--- src/rtl/merge_rr_pkg.sv ---
// Shared types and bus-word geometry for the round-robin request merge.
package merge_rr_pkg;

    typedef enum logic {
        IDLE = 1'b0,
        BUSY = 1'b1
    } state_t;

    // Response word is {rdata, ready}; ready sits in the LSB.
    localparam int READY_BIT = 0;

    // Request word is {valid, addr, wdata, wstrb}.
    function automatic int req_width(input int addr_w, input int data_w);
        return 1 + addr_w + data_w + data_w / 8;
    endfunction

    function automatic int resp_width(input int data_w);
        return data_w + 1;
    endfunction

endpackage

--- src/rtl/merge_rr_arbiter.sv ---
// Combinational round-robin pick: first asserted request scanning ptr, ptr+1, ... mod N.
module rr_arbiter #(
    parameter int N  = 2,
    parameter int NB = $clog2(N)
) (
    input  logic [N-1:0]  req,
    input  logic [NB-1:0] ptr,
    output logic [NB-1:0] winner,
    output logic          any
);

    logic [NB-1:0] idx;

    // NOTE: every output of a combinational block gets a default before any branch; a missed path would infer a latch.
    always_comb begin
        winner = '0;
        any    = 1'b0;
        idx    = ptr;
        for (int k = 0; k < N; k++) begin
            if (!any && req[idx]) begin
                winner = idx;
                any    = 1'b1;
            end
            // Explicit wrap so non-power-of-two N never visits an unused index.
            idx = (idx == NB'(N - 1)) ? '0 : idx + NB'(1);
        end
    end

endmodule

--- src/rtl/merge_rr.sv ---
// N-master to 1-slave round-robin merge; grant is held from arbitration until the slave ready pulse.
module merge_rr
    import merge_rr_pkg::*;
#(
    parameter  int N_MASTERS = 2,
    parameter  int DATA_W    = 32,
    parameter  int ADDR_W    = 32,
    localparam int NB        = $clog2(N_MASTERS),
    localparam int REQ_W     = req_width(ADDR_W, DATA_W),
    localparam int RESP_W    = resp_width(DATA_W)
) (
    input  logic                        clk,
    input  logic                        rst,
    input  logic [N_MASTERS*REQ_W-1:0]  m_req,
    output logic [N_MASTERS*RESP_W-1:0] m_resp,
    output logic [REQ_W-1:0]            s_req,
    input  logic [RESP_W-1:0]           s_resp,
    output logic [NB-1:0]               grant,
    output logic                        busy
);

    localparam int VALID_BIT = REQ_W - 1;

    state_t                 state_q, state_d;
    logic   [NB-1:0]        ptr_q, ptr_d;
    logic   [NB-1:0]        grant_q, grant_d;
    logic   [N_MASTERS-1:0] valids;
    logic   [NB-1:0]        winner;
    logic                   any_valid;
    logic   [REQ_W-1:0]     gnt_req;

    always_comb begin
        valids = '0;
        for (int i = 0; i < N_MASTERS; i++) begin
            valids[i] = m_req[i*REQ_W + VALID_BIT];
        end
    end

    rr_arbiter #(
        .N  (N_MASTERS),
        .NB (NB)
    ) u_arb (
        .req    (valids),
        .ptr    (ptr_q),
        .winner (winner),
        .any    (any_valid)
    );

    assign gnt_req = m_req[grant_q*REQ_W +: REQ_W];

    always_comb begin
        state_d = state_q;
        ptr_d   = ptr_q;
        grant_d = grant_q;
        s_req   = '0;
        m_resp  = '0;
        unique case (state_q)
            IDLE: begin
                if (any_valid) begin
                    grant_d = winner;
                    state_d = BUSY;
                end
            end
            BUSY: begin
                s_req = gnt_req;
                m_resp[grant_q*RESP_W +: RESP_W] = s_resp;
                if (s_resp[READY_BIT]) begin
                    state_d = IDLE;
                    ptr_d   = (grant_q == NB'(N_MASTERS - 1)) ? '0 : grant_q + NB'(1);
                end else if (!gnt_req[VALID_BIT]) begin
                    // Master withdrew before completion: drop it without moving the fairness pointer.
                    state_d = IDLE;
                end
            end
            default: state_d = IDLE;
        endcase
    end

    // NOTE: state registers use non-blocking assignments so every flop samples pre-edge values.
    always_ff @(posedge clk or negedge rst) begin
        if (!rst) begin
            state_q <= IDLE;
            ptr_q   <= '0;
            grant_q <= '0;
        end else begin
            state_q <= state_d;
            ptr_q   <= ptr_d;
            grant_q <= grant_d;
        end
    end

    assign grant = grant_q;
    assign busy  = (state_q == BUSY);

endmodule

--- config.mk ---
export PLATFORM = sky130hd
export DESIGN_NAME = merge_rr
export DESIGN_NICKNAME = d
export VERILOG_FILES = /design/src/rtl/merge_rr_pkg.sv /design/src/rtl/merge_rr_arbiter.sv /design/src/rtl/merge_rr.sv
export SDC_FILE = /design/constraint.sdc
export NUM_CORES = 1
export LEC_CHECK = 0
export BUFFER_PORTS_ARGS = -buffer_cell sky130_fd_sc_hd__buf_4
export CAP_MARGIN = 10
export CELL_PAD_IN_SITES_DETAIL_PLACEMENT = 1
export CELL_PAD_IN_SITES_GLOBAL_PLACEMENT = 2
export CORE_MARGIN = 2
export CORE_UTILIZATION = 12
export DETAILED_ROUTE_END_ITERATION = 6
export HOLD_SLACK_MARGIN = 0.15
export PLACE_DENSITY = 0.95
export SYNTH_ARGS = -nofsm -noshare
export SYNTH_HDL_FRONTEND = slang
export SYNTH_SLANG_ARGS = --single-unit
--- constraint.sdc ---
create_clock -name clk -period 2.9 [get_ports clk]
set_input_delay 0.58 -clock clk [delete_from_list [all_inputs] [get_ports clk]]
set_output_delay 0.58 -clock clk [all_outputs]
set_load 0.02 [all_outputs]
==> flow_summary_export.csv, run 1 <==
group,metric,value,unit
synthesis,yosys.area.top_type,"mux2i_1",
synthesis,post_synth_fa_ha_maj_area_fraction,0,%
sta,rsz0062_at_grt,"false",
synthesis,yosysTopAreaCellShare,37.5,%
sta,hold_viol_final,0,
synthesis,synthesis.yosys.warnings,0,
route,route.detailed.drc,0,
synthesis,avgSynthCellArea,7.55,um2
route,dr_total_vias,2857,
clocking,cts-root-to-sink-buffers,2,
synthesis,synth_edf_count,0,
synthesis,yosys.area_share.simple,47.6,%
floorplanning,floorplan.initialDensity,12.2,%
synthesis,synth_sequential_area_ratio,4.08,%
setup_path,critical_path_arrival,2.00,ns
floorplanning,dieHeight,128,um
route,finalWirelength,10800,um
setup_path,critical_path_startpoint_category,"flip-flop",
global_routing,grt-ovfl-total,0,
synthesis,syn-num-nets,417,
power,p_leak,2.50,nW
finish,area.growth.synth_to_final,137,%
clocking,cts_tree,"built",
synthesis,ys_seq_elements,3,
setup_path,worst_r2r_path_depth,3,
global_routing,global_route_wire_length_before_repair,15100,um
finish,n_antenna_cell,0,
placed_design,globalplace.congestion,0.830,
synthesis,synthTopCellsByCount,"71 x nor2b_1, 69 x mux2i_1, 33 x and3_1, 31 x and2_1, 10 x clkbuf_1",
setup_path,data_required_time_of_the_worst_path,2.32,ns
finish,final_net_count,710,
global_routing,gr-usage-all-layers,11.5,%
sta,timing_worst_slew_pin_value,0.591,ns
global_routing,grt_max_degree,67,
synthesis,yosysUniqueCellTypes,17,
floorplanning,io-pin-count,310,
sta,setup-violations-final,0,
power,power-per-cell-area,712,mW/mm2
outcome,run_status,"finished clean",
synthesis,synth_compound_area_share,1.29,%
setup_path,critical_path_class,"reg -> out",
clocking,cts.reportedPaths.clkPinSlew,0.03,ns
floorplanning,core_area,0.0151,mm2
synthesis,synth_area,0.00184,mm2
floorplanning,die_width,128,um
sta,max-slew-margin-rel,60.6,%
sta,holdWs,0.524,ns
sta,fin_worst_skew,0.000123,ns
run,maxCapViolations,0,
route,vias_per_cell,3.95,
route,drt-initial-drc-count,67,
finish,drive_above_1_share,59.7,%
power,irDropWorstVdd,0.269,mV
global_routing,grt_antenna_before_repair,0,
setup_path,worst-path-max-fanout,53,
placed_design,detailedPlacementHpwl,9150,um
clocking,clockRootBuffer,"clkbuf_16",
synthesis,synth_xor_area_share,0,%
sta,part_of_the_cycle_the_worst_path_needs,89.0,%
route,ant_nets,0,
synthesis,yosys-mux-area-fraction,37.5,%
placed_design,numPortBuffers,309,
worst_hold_path,worstHoldPathCells,1,
global_routing,grt_pass1_vias,2859,
clocking,cts_num_sinks,3,
synthesis,synth.area.top_cells,"mux2i_1 38%, nor2b_1 24%, and3_1 11%",
synthesis,synth-async-reset-ratio,100,%
clocking,tritoncts.num_buffers,3,
floorplanning,placementRows,45,
synthesis,synthesis.instances,244,
worst_hold_path,worst_hold_path_type,"reg -> reg",
sta,slew_violations,0,
route,wire_per_inst,14.8,um
clocking,clk_latency,0.22,ns
synthesis,synth_top_family_by_area,"simple AND/OR/NAND/NOR gates",
setup_path,cp-end-kind,"output pin",
sta,timing_limited_maximum_frequency,0.388,GHz
route,dr.pass1.iters,4,
synthesis,cell_with_the_most_instances_after_synthesis,"nor2b_1",
synthesis,synth-main-ff-cell,"dfrtp_1",
sta,fin_crit,2.58,ns
clocking,htreeDepth,1,
sta,finalSetupTns,0,ns
floorplanning,fp.dieArea,0.0164,mm2
setup_path,reg2reg_setup_slack,1.39,ns
## critical path, stage by stage (launching register included)
cell     delay (ns)
dfrtp_4        0.79
buf_4          0.47
mux2i_1        0.25
nor2b_1        0.07
buf_4          0.16
## metrics by stage
step | power [W] | utilization (%) | cell area (um2) | cells | setup slack [ns]
3_5_place_dp | 0.00291 | 28.3 | 4280 | 719 | 0.543
6_report | 0.00311 | 28.9 | 4360 | 724 | 0.320
5_1_grt | 0.00329 | 28.9 | 4360 | 724 | 0.200
2_1_floorplan | 0.00186 | - | 1840 | 244 | 0.983
4_1_cts | 0.00315 | 28.9 | 4360 | 724 | 0.301
3_3_place_gp | 0.00284 | 28.3 | 4280 | 719 | 0.641
## path summary, 6_finish.rpt
check,to,startpoint
max reg2reg,ptr_q$_DFFE_PN0P_,grant$_DFFE_PN0P_
min,ptr_q$_DFFE_PN0P_,ptr_q$_DFFE_PN0P_
min reg2reg,ptr_q$_DFFE_PN0P_,ptr_q$_DFFE_PN0P_
min in group asynchronous,grant$_DFFE_PN0P_,rst
max in group asynchronous,grant$_DFFE_PN0P_,rst
max,s_req[17],grant$_DFFE_PN0P_
## per-layer routing
| layer | global-route usage, % | routed length [um] |
|---|---|---|
| met1 | 13.2 | 4110 |
| met2 | 21.6 | 5790 |
| met3 | 3.17 | 782 |
| met4 | 1.55 | 68 |
| met5 | 0 | 0 |
## where the power goes
group | internal, W | switching, W | total [W]
Combinational | 0.00129 | 0.00142 | 0.00271
Sequential | 0.0000632 | 0.000117 | 0.000180
Clock | 0.000182 | 0.0000398 | 0.000221
## timing repair
action / in CTS / in global routing
resized for setup: 0 / 0
buffers inserted: 0 / 0
hold buffers: 1 / 0
hold endpoints to repair: 3 / 0
## state kept, by name, summed over array words and instances, names as in the netlist
signal,flops
busy,1
grant,1
ptr_q,1
## cell families (layout without fill, tap and decap cells)
kind of cell           after synthesis  in the layout
muxes                               69             69
AOI/OAI and AO/OA                    3              3
and+or+nand+nor                    142            142
buffers and inverters               27            319
DFF                                  3              3
## layout by cell type (no fill, tap or decap)
cell type	synthesis	final
dfrtp_4	0	1
a2bb2oi_1	1	1
nor2b_2	1	1
clkbuf_16	0	3
buf_4	7	313
nor2_1	3	3
buf_12	2	1
mux2i_1	69	69
nor2b_1	71	71
a22o_1	1	1
and2_1	31	31
dlygate4sd3_1	0	1
dfrtp_1	3	1
dfrtp_2	0	1
clkbuf_1	10	1
and3_1	33	33
nand2_1	3	3
o22ai_1	1	1
## cell type report
| type | instances | area [um2] |
|---|---|---|
| timing repair buffer | 315 | 2380 |
| fill | 1852 | 10700 |
| clock buffer | 4 | 78.8 |
| multi-input combinational | 214 | 1590 |
| tap | 188 | 235 |
| sequential | 3 | 80.1 |
Power figures use the tool's default switching activity.
==> run 2, diff against run 1 <==
--- a/config.mk
+++ b/config.mk
@@ -5,6 +5,7 @@
 export SDC_FILE = /design/constraint.sdc
 export NUM_CORES = 1
 export LEC_CHECK = 0
+export ABC_CLOCK_PERIOD_IN_PS = 2900
 export BUFFER_PORTS_ARGS = -buffer_cell sky130_fd_sc_hd__buf_4
 export CAP_MARGIN = 10
 export CELL_PAD_IN_SITES_DETAIL_PLACEMENT = 1
@@ -13,6 +14,7 @@
 export CORE_UTILIZATION = 12
 export DETAILED_ROUTE_END_ITERATION = 6
 export HOLD_SLACK_MARGIN = 0.15
+export MAX_ROUTING_LAYER = met4
 export PLACE_DENSITY = 0.95
 export SYNTH_ARGS = -nofsm -noshare
 export SYNTH_HDL_FRONTEND = slang
==> flow_summary_export.csv, run 2 (synthesis gave the netlist of run 1 again) <==
group,metric,value,unit
sta,hold_viol_final,0,
placed_design,detailedPlacementHpwl,9150,um
setup_path,r2r-start,"grant$_DFFE_PN0P_",
setup_path,critical_path_startpoint_category,"flip-flop",
finish,final_net_count,710,
finish,area.growth.synth_to_final,137,%
route,route.detailed.drc,0,
worst_hold_path,worstHoldEndpoint,"ptr_q$_DFFE_PN0P_",
finish,ff_latch_area,80.1,um2
power,p_sw_share,50.6,%
route,finalWirelength,10700,um
sta,fin_worst_skew,0.00117,ns
global_routing,grt_antenna_before_repair,0,
worst_hold_path,worst_hold_path_type,"reg -> reg",
setup_path,timing.critical_path.slowest_cell_delay,0.79,ns
power,share_comb_of_total_power,87.2,%
power,net_switching_power,0.00157,W
worst_hold_path,hp-start,"ptr_q$_DFFE_PN0P_",
floorplanning,io-pin-count,310,
route,dr_total_vias,2853,
finish,drive_above_1_share,59.7,%
global_routing,global_route_wire_length_before_repair,15100,um
outcome,run_status,"finished clean",
clocking,clk_latency,0.22,ns
clocking,cts.reportedPaths.clkPinSlew,0.03,ns
clocking,clockRootBuffer,"clkbuf_16",
clocking,post_cts.resized_instances,0,
clocking,htreeDepth,1,
clocking,cts_tree,"built",
power,p_leak,2.50,nW
setup_path,r2r_end,"ptr_q$_DFFE_PN0P_",
floorplanning,core_area,0.0151,mm2
route,dr.pass1.iters,4,
power,power.share.sequential,5.8,%
setup_path,path_delay_family,"flip-flops",
setup_path,worst_path_max_delay_cell,"dfrtp_4",
setup_path,worst_r2r_path_depth,3,
setup_path,critical_path_cell_count,4,
placed_design,preCtsSetupSlack,0.543,ns
sta,slew_violations,0,
placed_design,numPortBuffers,309,
power,p_int,0.00153,W
setup_path,timing.critical_path.cells,"buf_4 -> mux2i_1 -> nor2b_1 -> buf_4",
run,maxCapViolations,0,
global_routing,grt-ovfl-total,0,
sta,part_of_the_cycle_the_worst_path_needs,88.7,%
sta,setup-violations-final,0,
route,vias_per_cell,3.94,
route,ant_nets,0,
setup_path,worst-path-max-fanout,53,
finish,n_antenna_cell,0,
floorplanning,fp.dieArea,0.0164,mm2
sta,fin_crit,2.57,ns
sta,max-slew-margin-rel,61.0,%
floorplanning,dieHeight,128,um
route,wire_per_inst,14.8,um
placed_design,globalplace.congestion,0.843,
global_routing,gr-usage-all-layers,11.8,%
clocking,cts-root-to-sink-buffers,2,
clocking,tritoncts.num_buffers,3,
floorplanning,placementRows,45,
setup_path,critical_path_arrival,1.99,ns
finish,layout_commonest_cell,"buf_4",
sta,holdWs,0.525,ns
route,drt-initial-drc-count,61,
setup_path,data_required_time_of_the_worst_path,2.32,ns
setup_path,cp-end-kind,"output pin",
power,clockPowerShare,7.1,%
finish,multi_input_comb_area,0.00159,mm2
global_routing,grt_pass1_vias,2862,
setup_path,reg2reg_setup_slack,1.40,ns
finish,final_cell_mix,"313 x buf_4, 71 x nor2b_1, 69 x mux2i_1, 33 x and3_1, 31 x and2_1",
floorplanning,floorplan.initialDensity,12.2,%
power,fin_total_pwr,0.00311,W
floorplanning,die_width,128,um
worst_hold_path,worstHoldPathCells,1,
power,irDropWorstVdd,0.271,mV
sta,rsz0062_at_grt,"false",
finish,filler_cell_count,1852,
sta,timing_worst_slew_pin_value,0.586,ns
power,power-per-cell-area,712,mW/mm2
clocking,cts_num_sinks,3,
setup_path,cp_common_cell,"buf_4",
setup_path,critical_path_class,"reg -> out",
sta,timing.final.ws_setup,0.327,ns
sta,timing_limited_maximum_frequency,0.389,GHz
sta,finalSetupTns,0,ns
setup_path,critical_path_buf_inv_count,2,
global_routing,grt_max_degree,67,
==> run 2: cell counts in the layout (fill, tap and decap cells not counted) <==
Identical to the previous run, type by type.
==> run 2: power groups by stage <==
stage | Clock [W] | Combinational [W] | Sequential [W]
final | 0.000220 | 0.00271 | 0.000179
after global routing | 0.000233 | 0.00286 | 0.000195
after CTS | 0.000224 | 0.00274 | 0.000186
after detailed placement | 0 | 0.00273 | 0.000185
after global placement | 0 | 0.00266 | 0.000176
after floorplan | 0 | 0.00178 | 0.0000811
==> run 2: layout make-up <==
class,instances,area share [%]
multi-input cells,214,36.4
repair buffers,315,54.5
clock buffers,4,1.81
flip-flops and latches,3,1.83
well taps,188,5.39
==> run 2: per-stage QoR <==
step	instance area, um2	utilization [%]	instances
after global routing	4360	28.9	724
after CTS	4360	28.9	724
after floorplan	1840	-	244
after global placement	4280	28.3	719
final	4360	28.9	724
after detailed placement	4280	28.3	719
==> run 2: worst max path at each step <==
stage	startpoint	end
2_1_floorplan	grant$_DFFE_PN0P_	s_req[46]
3_3_place_gp	grant$_DFFE_PN0P_	s_req[18]
3_5_place_dp	grant$_DFFE_PN0P_	s_req[32]
4_1_cts	grant$_DFFE_PN0P_	s_req[17]
5_1_grt	grant$_DFFE_PN0P_	s_req[17]
6_report	grant$_DFFE_PN0P_	s_req[17]
==> run 2: repair_timing <==
item,4_1_cts,5_1_grt
hold endpoints to repair,3,0
buffers inserted,0,0
hold buffers,1,0
==> run 2: layer usage <==
| metal | global-route usage (%) | wire length (um) | vias to the layer above |
|---|---|---|---|
| li1 | - | - | 1402 |
| met1 | 13.5 | 4190 | 1322 |
| met2 | 21.6 | 5780 | 123 |
| met3 | 2.55 | 686 | 6 |
| met4 | 1.55 | 74 | 0 |
| met5 | - | 0 | - |
